<file path="config.mk">
export PLATFORM = sky130hd
export DESIGN_NAME = gpio_port_bank
export DESIGN_NICKNAME = d
export VERILOG_FILES = /design/src/rtl/gpio_pkg.sv /design/src/rtl/gpio_sync.sv /design/src/rtl/gpio_port_bank.sv
export SDC_FILE = /design/constraint.sdc
export NUM_CORES = 1
export LEC_CHECK = 0
export ABC_CLOCK_PERIOD_IN_PS = 9900
export CAP_MARGIN = 25
export CORE_ASPECT_RATIO = 0.6
export CORE_MARGIN = 4
export CORE_UTILIZATION = 54
export DETAILED_ROUTE_END_ITERATION = 16
export PLACE_DENSITY = 0.81
export SLEW_MARGIN = 10
export SYNTH_ARGS = -nofsm -noshare
export SYNTH_HDL_FRONTEND = slang
export SYNTH_SLANG_ARGS = --single-unit
</file>
<file path="constraint.sdc">
create_clock -name clk_i -period 9.9 [get_ports clk_i]
set_input_delay 2.475 -clock clk_i [delete_from_list [all_inputs] [get_ports clk_i]]
set_output_delay 2.475 -clock clk_i [all_outputs]
set_load 0.03 [all_outputs]
</file>
<file path="src/rtl/gpio_pkg.sv">
// Shared constants for the GPIO port bank: per-channel register map and limits.
package gpio_pkg;

  localparam int          MAX_N_CH  = 8;
  localparam int          CH_IDX_W  = $clog2(MAX_N_CH);
  localparam logic [31:0] CH_STRIDE = 32'h0000_0020;

  localparam logic [4:0] OFF_OUT   = 5'h00;
  localparam logic [4:0] OFF_DIR   = 5'h04;
  localparam logic [4:0] OFF_IN    = 5'h08;
  localparam logic [4:0] OFF_IEN   = 5'h0C;
  localparam logic [4:0] OFF_ISTAT = 5'h10;

  typedef enum logic [2:0] {
    REG_NONE,
    REG_OUT,
    REG_DIR,
    REG_IN,
    REG_IEN,
    REG_ISTAT
  } reg_sel_e;

  // Misaligned or reserved offsets inside a channel window decode to REG_NONE.
  function automatic reg_sel_e decode_reg(input logic [4:0] off);
    case (off)
      OFF_OUT:   return REG_OUT;
      OFF_DIR:   return REG_DIR;
      OFF_IN:    return REG_IN;
      OFF_IEN:   return REG_IEN;
      OFF_ISTAT: return REG_ISTAT;
      default:   return REG_NONE;
    endcase
  endfunction

endpackage

</file>
<file path="src/rtl/gpio_sync.sv">
// Two-flop synchronizer bringing asynchronous pin inputs into the clk_i domain.
module gpio_sync #(
  parameter int WIDTH = 32
) (
  input  logic             clk_i,
  input  logic             rst_ni,
  input  logic [WIDTH-1:0] d_i,
  output logic [WIDTH-1:0] q_o
);

  logic [WIDTH-1:0] meta_q;
  logic [WIDTH-1:0] sync_q;

  // NOTE: non-blocking assignments make both stages sample on the same edge,
  // so this is a real two-flop chain rather than a single collapsed flop.
  always_ff @(posedge clk_i) begin
    if (!rst_ni) begin
      meta_q <= '0;
      sync_q <= '0;
    end else begin
      meta_q <= d_i;
      sync_q <= meta_q;
    end
  end

  assign q_o = sync_q;

endmodule

</file>
<file path="src/rtl/gpio_port_bank.sv">
// Bank of N_CH GPIO channels with OUT/DIR/IN registers; define GPIO_IRQ_EN to add
// IEN/ISTAT rising-edge interrupt capture and the irq_o output.
module gpio_port_bank
  import gpio_pkg::*;
#(
  parameter int          WIDTH     = 32,
  parameter int          N_CH      = 4,
  parameter logic [31:0] BASE_ADDR = 32'h0000_0100
) (
  input  logic                  clk_i,
  input  logic                  rst_ni,
  input  logic [31:0]           addr_i,
  input  logic [31:0]           wdata_i,
  input  logic                  we_i,
  input  logic                  re_i,
  output logic [31:0]           rdata_o,
  output logic                  rvalid_o,
  input  logic [N_CH*WIDTH-1:0] gpio_in_i,
  output logic [N_CH*WIDTH-1:0] gpio_out_o,
  output logic [N_CH*WIDTH-1:0] gpio_oe_o,
  output logic                  irq_o
);

  localparam logic [31:0] SPAN = 32'(N_CH) * CH_STRIDE;

  logic [31:0]         off;
  logic                in_range;
  logic [CH_IDX_W-1:0] ch_idx;
  reg_sel_e            sel;
  logic [N_CH-1:0]     ch_sel;
  logic                wr_go;
  logic [WIDTH-1:0]    wr_val;

  logic [WIDTH-1:0] out_q   [N_CH];
  logic [WIDTH-1:0] dir_q   [N_CH];
  logic [WIDTH-1:0] ien_q   [N_CH];
  logic [WIDTH-1:0] istat_q [N_CH];
  logic [WIDTH-1:0] sync_w  [N_CH];

  logic [WIDTH-1:0] rd_word;
  logic [31:0]      rdata_d;
  logic [31:0]      rdata_q;
  logic             rvalid_q;

  // Addresses below the base wrap to huge offsets and fall outside SPAN.
  assign off      = addr_i - BASE_ADDR;
  assign in_range = (off < SPAN);
  assign ch_idx   = off[5 +: CH_IDX_W];
  assign sel      = in_range ? decode_reg(off[4:0]) : REG_NONE;
  assign wr_go    = we_i & ~re_i;
  assign wr_val   = wdata_i[WIDTH-1:0];

  // NOTE: every variable written in always_comb gets a default first, so no
  // path can leave it unassigned and infer a latch.
  always_comb begin
    ch_sel = '0;
    for (int c = 0; c < N_CH; c++) begin
      ch_sel[c] = (ch_idx == CH_IDX_W'(c));
    end
  end

  for (genvar g = 0; g < N_CH; g++) begin : g_ch
    gpio_sync #(.WIDTH(WIDTH)) u_sync (
      .clk_i  (clk_i),
      .rst_ni (rst_ni),
      .d_i    (gpio_in_i[g*WIDTH +: WIDTH]),
      .q_o    (sync_w[g])
    );

    assign gpio_out_o[g*WIDTH +: WIDTH] = out_q[g];
    assign gpio_oe_o[g*WIDTH +: WIDTH]  = dir_q[g];
  end

  // NOTE: these arrays are plain flops, not a RAM macro, so every entry is
  // reset explicitly and gpio_out/gpio_oe never come up unknown.
  always_ff @(posedge clk_i) begin
    if (!rst_ni) begin
      for (int c = 0; c < N_CH; c++) begin
        out_q[c] <= '0;
        dir_q[c] <= '0;
      end
    end else if (wr_go) begin
      for (int c = 0; c < N_CH; c++) begin
        if (ch_sel[c] && sel == REG_OUT) out_q[c] <= wr_val;
        if (ch_sel[c] && sel == REG_DIR) dir_q[c] <= wr_val;
      end
    end
  end

  always_comb begin
    rd_word = '0;
    for (int c = 0; c < N_CH; c++) begin
      if (ch_sel[c]) begin
        case (sel)
          REG_OUT:   rd_word = out_q[c];
          REG_DIR:   rd_word = dir_q[c];
          REG_IN:    rd_word = sync_w[c];
          REG_IEN:   rd_word = ien_q[c];
          REG_ISTAT: rd_word = istat_q[c];
          default:   rd_word = '0;
        endcase
      end
    end
    rdata_d = 32'(rd_word);
  end

  // rdata holds between reads; only rvalid pulses.
  always_ff @(posedge clk_i) begin
    if (!rst_ni) begin
      rdata_q  <= '0;
      rvalid_q <= 1'b0;
    end else begin
      rvalid_q <= re_i;
      if (re_i) rdata_q <= rdata_d;
    end
  end

  assign rdata_o  = rdata_q;
  assign rvalid_o = rvalid_q;

`ifdef GPIO_IRQ_EN
  logic [WIDTH-1:0] prev_q  [N_CH];
  logic [WIDTH-1:0] istat_d [N_CH];
  logic [1:0]       warm_q;
  logic             edge_arm;
  logic             irq_d;
  logic             irq_q;

  // The synchronizer and history flops hold reset zeros for the first edges;
  // edges are only trusted once history holds a genuine pin sample.
  assign edge_arm = (warm_q == 2'd3);

  // A same-edge rising edge is ORed in after the W1C mask, so set wins.
  always_comb begin
    irq_d = 1'b0;
    for (int c = 0; c < N_CH; c++) begin
      istat_d[c] = (istat_q[c] &
                    ~((wr_go && ch_sel[c] && sel == REG_ISTAT) ? wr_val : '0)) |
                   (edge_arm ? (sync_w[c] & ~prev_q[c] & ien_q[c]) : '0);
      irq_d = irq_d | (|(istat_q[c] & ien_q[c]));
    end
  end

  always_ff @(posedge clk_i) begin
    if (!rst_ni) begin
      warm_q <= '0;
      irq_q  <= 1'b0;
      for (int c = 0; c < N_CH; c++) begin
        prev_q[c]  <= '0;
        ien_q[c]   <= '0;
        istat_q[c] <= '0;
      end
    end else begin
      if (!edge_arm) warm_q <= warm_q + 2'd1;
      irq_q <= irq_d;
      for (int c = 0; c < N_CH; c++) begin
        prev_q[c]  <= sync_w[c];
        istat_q[c] <= istat_d[c];
        if (wr_go && ch_sel[c] && sel == REG_IEN) ien_q[c] <= wr_val;
      end
    end
  end

  assign irq_o = irq_q;
`else
  always_comb begin
    for (int c = 0; c < N_CH; c++) begin
      ien_q[c]   = '0;
      istat_q[c] = '0;
    end
  end

  assign irq_o = 1'b0;
`endif

endmodule

</file>
# --- After elaboration in Yosys (flattened, before gate mapping) ---
# Memories as Yosys holds them, arrays and structs flattened.
# Index checks and enable logic that the tools add are counted.
totals:
  register_bits: 289
  ram_bits: 256
  in_bits: 196
  output_inout_bits: 290
  wordCells: 95
  mem_count: 2
classes:
  n_addsub: 1
  n_lt_le_gt_ge: 1
  eq_ne: 10
  n_mux: 51
  bitwise: 10
  reduce_logical: 10
memory_table:
  columns: ["memory", "depth", "word_bits", "read_ports", "rd_ports_with_merged_regs", "write_ports", "line", "source"]
  rows:
  - ["dir_q", 4, 32, 4, 0, 4, "gpio_port_bank.sv:35", "logic [WIDTH-1:0] dir_q [N_CH];"]
  - ["out_q", 4, 32, 4, 0, 4, "gpio_port_bank.sv:34", "logic [WIDTH-1:0] out_q [N_CH];"]
op_table:
  columns: ["operator", "n"]
  rows:
  - ["$mux 32", 12]
  - ["$pmux 32 s3", 4]
  - ["$mux 1", 33]
  - ["$lt 32x8->1 const B", 1]
  - ["$sub 32x9->32 const B", 1]
  - ["$pmux 3 s5", 1]
  - ["$eq 3x2->1 const B", 4]
  - ["$eq 5x4->1 const B", 2]
  - ["$logic_and 1x1->1", 8]
  - ["$or 1x1->1", 8]
  - ["$eq 3x1->1 const B", 2]
  - ["$eq 5x3->1 const B", 1]
  - ["$eq 5x5->1 const B", 1]
  - ["$logic_not 5->1", 1]
  - ["$logic_not 3->1", 1]
  - ["$mux 3", 1]
  - ["$and 1x1->1", 1]
  - ["$not 1->1", 1]

# --- Logic depth before layout (Yosys ltp) ---
depth:
  depth_word: 11
  ltp_mapped: 9
  ltp_nobuf: 5

# --- By module ---
# Synthesis repeated with hierarchy kept, for this count alone.
unflattened:
  hier_cells: 1817
  hier_area_um2: 21673.3
modules_own_cells:
  columns: ["mod", "instances", "cells_per_inst", "area_each_um2", "seq_area_each_um2"]
  rows:
  - ["gpio_port_bank", 1, 1281, 14506.4, 8348.0]
  - ["gpio_sync", 4, 134, 1791.7, 1281.2]

# --- Worst setup path before layout ---
# Ideal clock, no wire load.
synth_timing:
  path_kind: "input-to-reg"
  from: "input addr_i[31]"
  to: "memory out_q[3][0] (enable)"
  setup_time_ps: 466
  arrival_time_ps: 6036
  required_time_ps: 9434
  path_slack_ps: 3399
  cell_stages: 6
  path_buffers: 1
  path_cell_list: "nor4b_1 nand4_2 nor3_1 buf_1 nand2_1 o21ai_0"
synth_lines:
  columns: ["item", "line", "source"]
  rows:
  - ["from (decl)", "gpio_port_bank.sv:12", "input logic [31:0] addr_i,"]
  - ["to (decl)", "gpio_port_bank.sv:34", null]

==> results by group <==
Flow run
  – MaxCap Viol Count: 0

Layout
  – Area Growth Syn to Fin: 33.82%
  – Net count reported at finish: 2304
  – Fraction of layout cells with a size suffix above 1: approximately 8.5%
  – N_diodes: 0
  – Post-route insts no fill: 2658
  – Final instance area: 28030 sq um

Route
  – Routed WL per cell: 26.77 um
  – DRT iter0 DRCs: 1923
  – Vias per cell: just under 6
  – Vias post-DR: 15610
  – Final WL: 71.14 mm
  – DRC: 0
  – ANT nets after route: 0
  – DRT Pass-1 Iters: 5

Floorplanning
  – Row Count: 55
  – DIE WIDTH: 262.3 um
  – CORE AREA: 37990 sq um
  – Starting Density: a little under three fifths
  – Full die area: 42110 sq um
  – Die Y: 160.6 um
  – Top-Level Pins: 486

Synthesis
  – Synthesized area per cell: around 13 sq um
  – Synth area leader: edfxtp_1
  – EDFF count, synth: approximately 260
  – Count leader, synth: and2_1
  – List of most frequent post-synthesis cells: and2_1 (514), dfxtp_1 (289), edfxtp_1 (256)
  – Cell variety after synth: 49
  – Sequential fraction of the synthesis area: 64.32%
  – Warnings from Yosys: 0
  – Share of the synthesized area in the top cell type: 36.70%
  – Yosys reg bits: 545
  – Syn nets: 1862
  – Top FF cell, synth: dfxtp_1
  – Main area contributors after synthesis: edfxtp_1 (37%), dfxtp_1 (28%), and2_1 (15%)
  – Gate Count Post-Synth: 1666
  – Mapped cell area: roughly 21000 sq um
  – Asr flop ratio synth: 0%

Worst setup path
  – Critical path type: in2reg
  – CP most frequent cell: buf_4
  – Worst-path cell chain: clkdlybuf4s50_1 > nor4_4 > nand4_2 > nor3_2 > buf_4 > nand2_1 > o21ai_4 > buf_4
  – CP Capture Type: flop
  – Req. time, crit path: a little over 10 ns
  – Kind of cell adding the most delay to the critical path: buffers and inverters
  – RR Startpoint: out_q[0][5]$_SDFFCE_PN0P_
  – Critical Path Start Type: input pin
  – Critical path arrival: 5.81 ns
  – RR Endpoint: rdata_o[5]$_SDFFE_PN0P_
  – CP peak stage delay: 0.72 ns
  – R2R Setup Slk: 7.45 ns
  – Worst-path maximum fanout: 23
  – Register-to-Register Path Depth: 5
  – CP bufs+invs: 3
  – Critical-path top delay cell: clkdlybuf4s50_1

Timing
  – Post-route setup slack: approximately 4.3 ns
  – Tightest hold margin: 0.4322 ns
  – Setup TNS: 0 ns
  – Final Cycle Share: 56.40%
  – Count of final max-slew check failures: 0
  – Clock Skew: 0.01962 ns
  – Setup violators final: 0
  – Final hold vios: 0
  – Worst slew margin: 21.69%
  – Min Tclk post-route: 5.584 ns
  – Fmax: between 0.15 and 0.2 GHz
  – RSZ-0062 raised after global routing: false
  – Worst-margin pin slew: 1.162 ns

Pwr
  – Pwr dens: 179.1 nW/um^2
  – Leakage: ~10 nW
  – Worst vdd ir: 134.8 uV

Global route
  – Initial antenna violation count: 4
  – Wire length of the first global-routing pass: 102.3 mm
  – Total congestion overflow: 0
  – Gr usage total: 32.15%
  – Largest net degree at the start of global routing: 140
  – Vias in the first global route: 15371

Hold path
  – Worst hold path startpoint: g_ch[0].u_sync.meta_q[29]$_SDFF_PN0_
  – Hold-critical path depth: 1
  – Worst hold path endpoint: g_ch[0].u_sync.q_o[29]$_SDFF_PN0_
  – Hold Path Class: reg2reg

Placed design
  – Placed cells: 2563
  – Placed inst area: 26260 sq um
  – PortBufs: 484
  – Dpl ws: 3.800 ns
  – DP HPWL: approximately 50 mm
  – Final GP Congestion: 0.9409

Clock tree
  – CTS buffer count: 46
  – CTS root buf: clkbuf_16
  – Clock Pin Slew Worst Setup and Hold Paths: 0.07 ns
  – # hold bufs at CTS: 0
  – Post-CTS Setup Inserts: 0
  – Clock latency on the worst-skew pair: around 0.57 ns
  – H-tree depth: 2
  – Clk buf depth: 3
  – CTS Sinks: ~550
  – CTS tree: yes
  – Post-CTS resize count: 0

Status
  – Outcome: finished, final reports clean
==> cell usage in the layout (no fill, tap or decap), types with 8 or more instances in the layout <==
| master | netlist | routed |
|---|---|---|
| clkdlybuf4s50_1 | 0 | 479 |
| edfxtp_1 | 256 | 256 |
| clkbuf_1 | 73 | 8 |
| clkbuf_8 | 0 | 13 |
| buf_4 | 1 | 17 |
| o22ai_1 | 19 | 19 |
| and2_1 | 514 | 514 |
| dfxtp_1 | 289 | 289 |
| a32oi_1 | 12 | 12 |
| a31oi_1 | 32 | 32 |
| a2bb2oi_1 | 41 | 41 |
| o21ai_1 | 17 | 17 |
| nor3_4 | 8 | 9 |
| o21ai_4 | 0 | 8 |
| clkbuf_16 | 0 | 53 |
| o2bb2ai_1 | 35 | 35 |
| mux2i_1 | 64 | 64 |
| mux2_2 | 30 | 30 |
| nand2_1 | 42 | 41 |
| o21ai_0 | 56 | 48 |
| nor2_1 | 16 | 16 |
| a22oi_1 | 54 | 54 |
| o221ai_1 | 12 | 12 |
==> sequential cells by signal, indices dropped and copies added, names as in the netlist <==
register and cells:
dir_q 128, rdata_o 32, out_q 128, g_ch.u_sync.q_o 128, g_ch.u_sync.meta_q 128, rvalid_o 1
==> where the power goes <==
group / leakage (nW) / switching [mW] / internal (mW)
Clock: 0.800 / 0.821 / 1.09
Sequential: 4.82 / 0.0644 / 2.46
Combinational: 4.77 / 0.331 / 0.253
==> kinds of logic after synthesis <==
| group | Yosys count | share of synthesized area [%] |
|---|---|---|
| other | 1 | 0.01790 |
| AO/OA/AOI/OAI | 286 | 9.665 |
| flip-flops | 545 | 64.32 |
| multiplexers | 94 | 4.671 |
| AND/OR/NAND/NOR | 611 | 18.11 |
| buffers and inverters | 128 | 3.178 |
| XOR/XNOR | 1 | 0.04182 |
==> worst register-to-register path: cells and delay by family, from the launching register on <==
family | cells | cell delay [ns]
flip-flops | 1 | 0.47
multiplexers | 1 | 0.31
AO/OA/AOI/OAI | 4 | 1.52
==> layout make-up <==
class / count / area (sq um)
sequential: 545 / 13470
fill: 2509 / 9957
multi-input combinational: 993 / 6957
timing repair buffer: 520 / 5334
clock buffer: 74 / 1529
tap: 513 / 641.9
clock inverter: 11 / 87.58
inverter: 2 / 7.507
==> routing by layer <==
metal / vias up / part of all wire (%) / GRT usage (%)
li1: 6748 / - / -
met1: 7709 / 40 / 43.57
met2: 989 / 45 / 50.27
met3: 162 / 12 / 10.40
met4: 2 / 3.2 / 9.115
met5: - / 0.018 / 0
==> how the worst max path moves through the flow <==
| stage | end | cells after the start | slack [ns] | startpoint |
|---|---|---|---|---|
| 3_3_place_gp | out_q[3][5]$_SDFFCE_PN0P_ | 7 | 3.80 | addr_i[7] |
| 4_1_cts | out_q[2][7]$_SDFFCE_PN0P_ | 7 | 4.37 | addr_i[7] |
| 5_1_grt | dir_q[2][21]$_SDFFCE_PN0P_ | 8 | 4.27 | addr_i[7] |
| 6_report | dir_q[2][26]$_SDFFCE_PN0P_ | 8 | 4.32 | addr_i[7] |
| 2_1_floorplan | out_q[3][0]$_SDFFCE_PN0P_ | 6 | 3.40 | addr_i[31] |
| 3_5_place_dp | out_q[2][7]$_SDFFCE_PN0P_ | 7 | 3.80 | addr_i[7] |
==> metrics by stage <==
stage	power, mW	utilization [%]
after detailed placement	3.147	69.14
after CTS	5.017	73.39
after global routing	5.144	73.79
after global placement	3.133	68.51
final	5.021	73.79
after floorplan	2.836	-
Note: power is estimated with default switching activity, not from simulation.
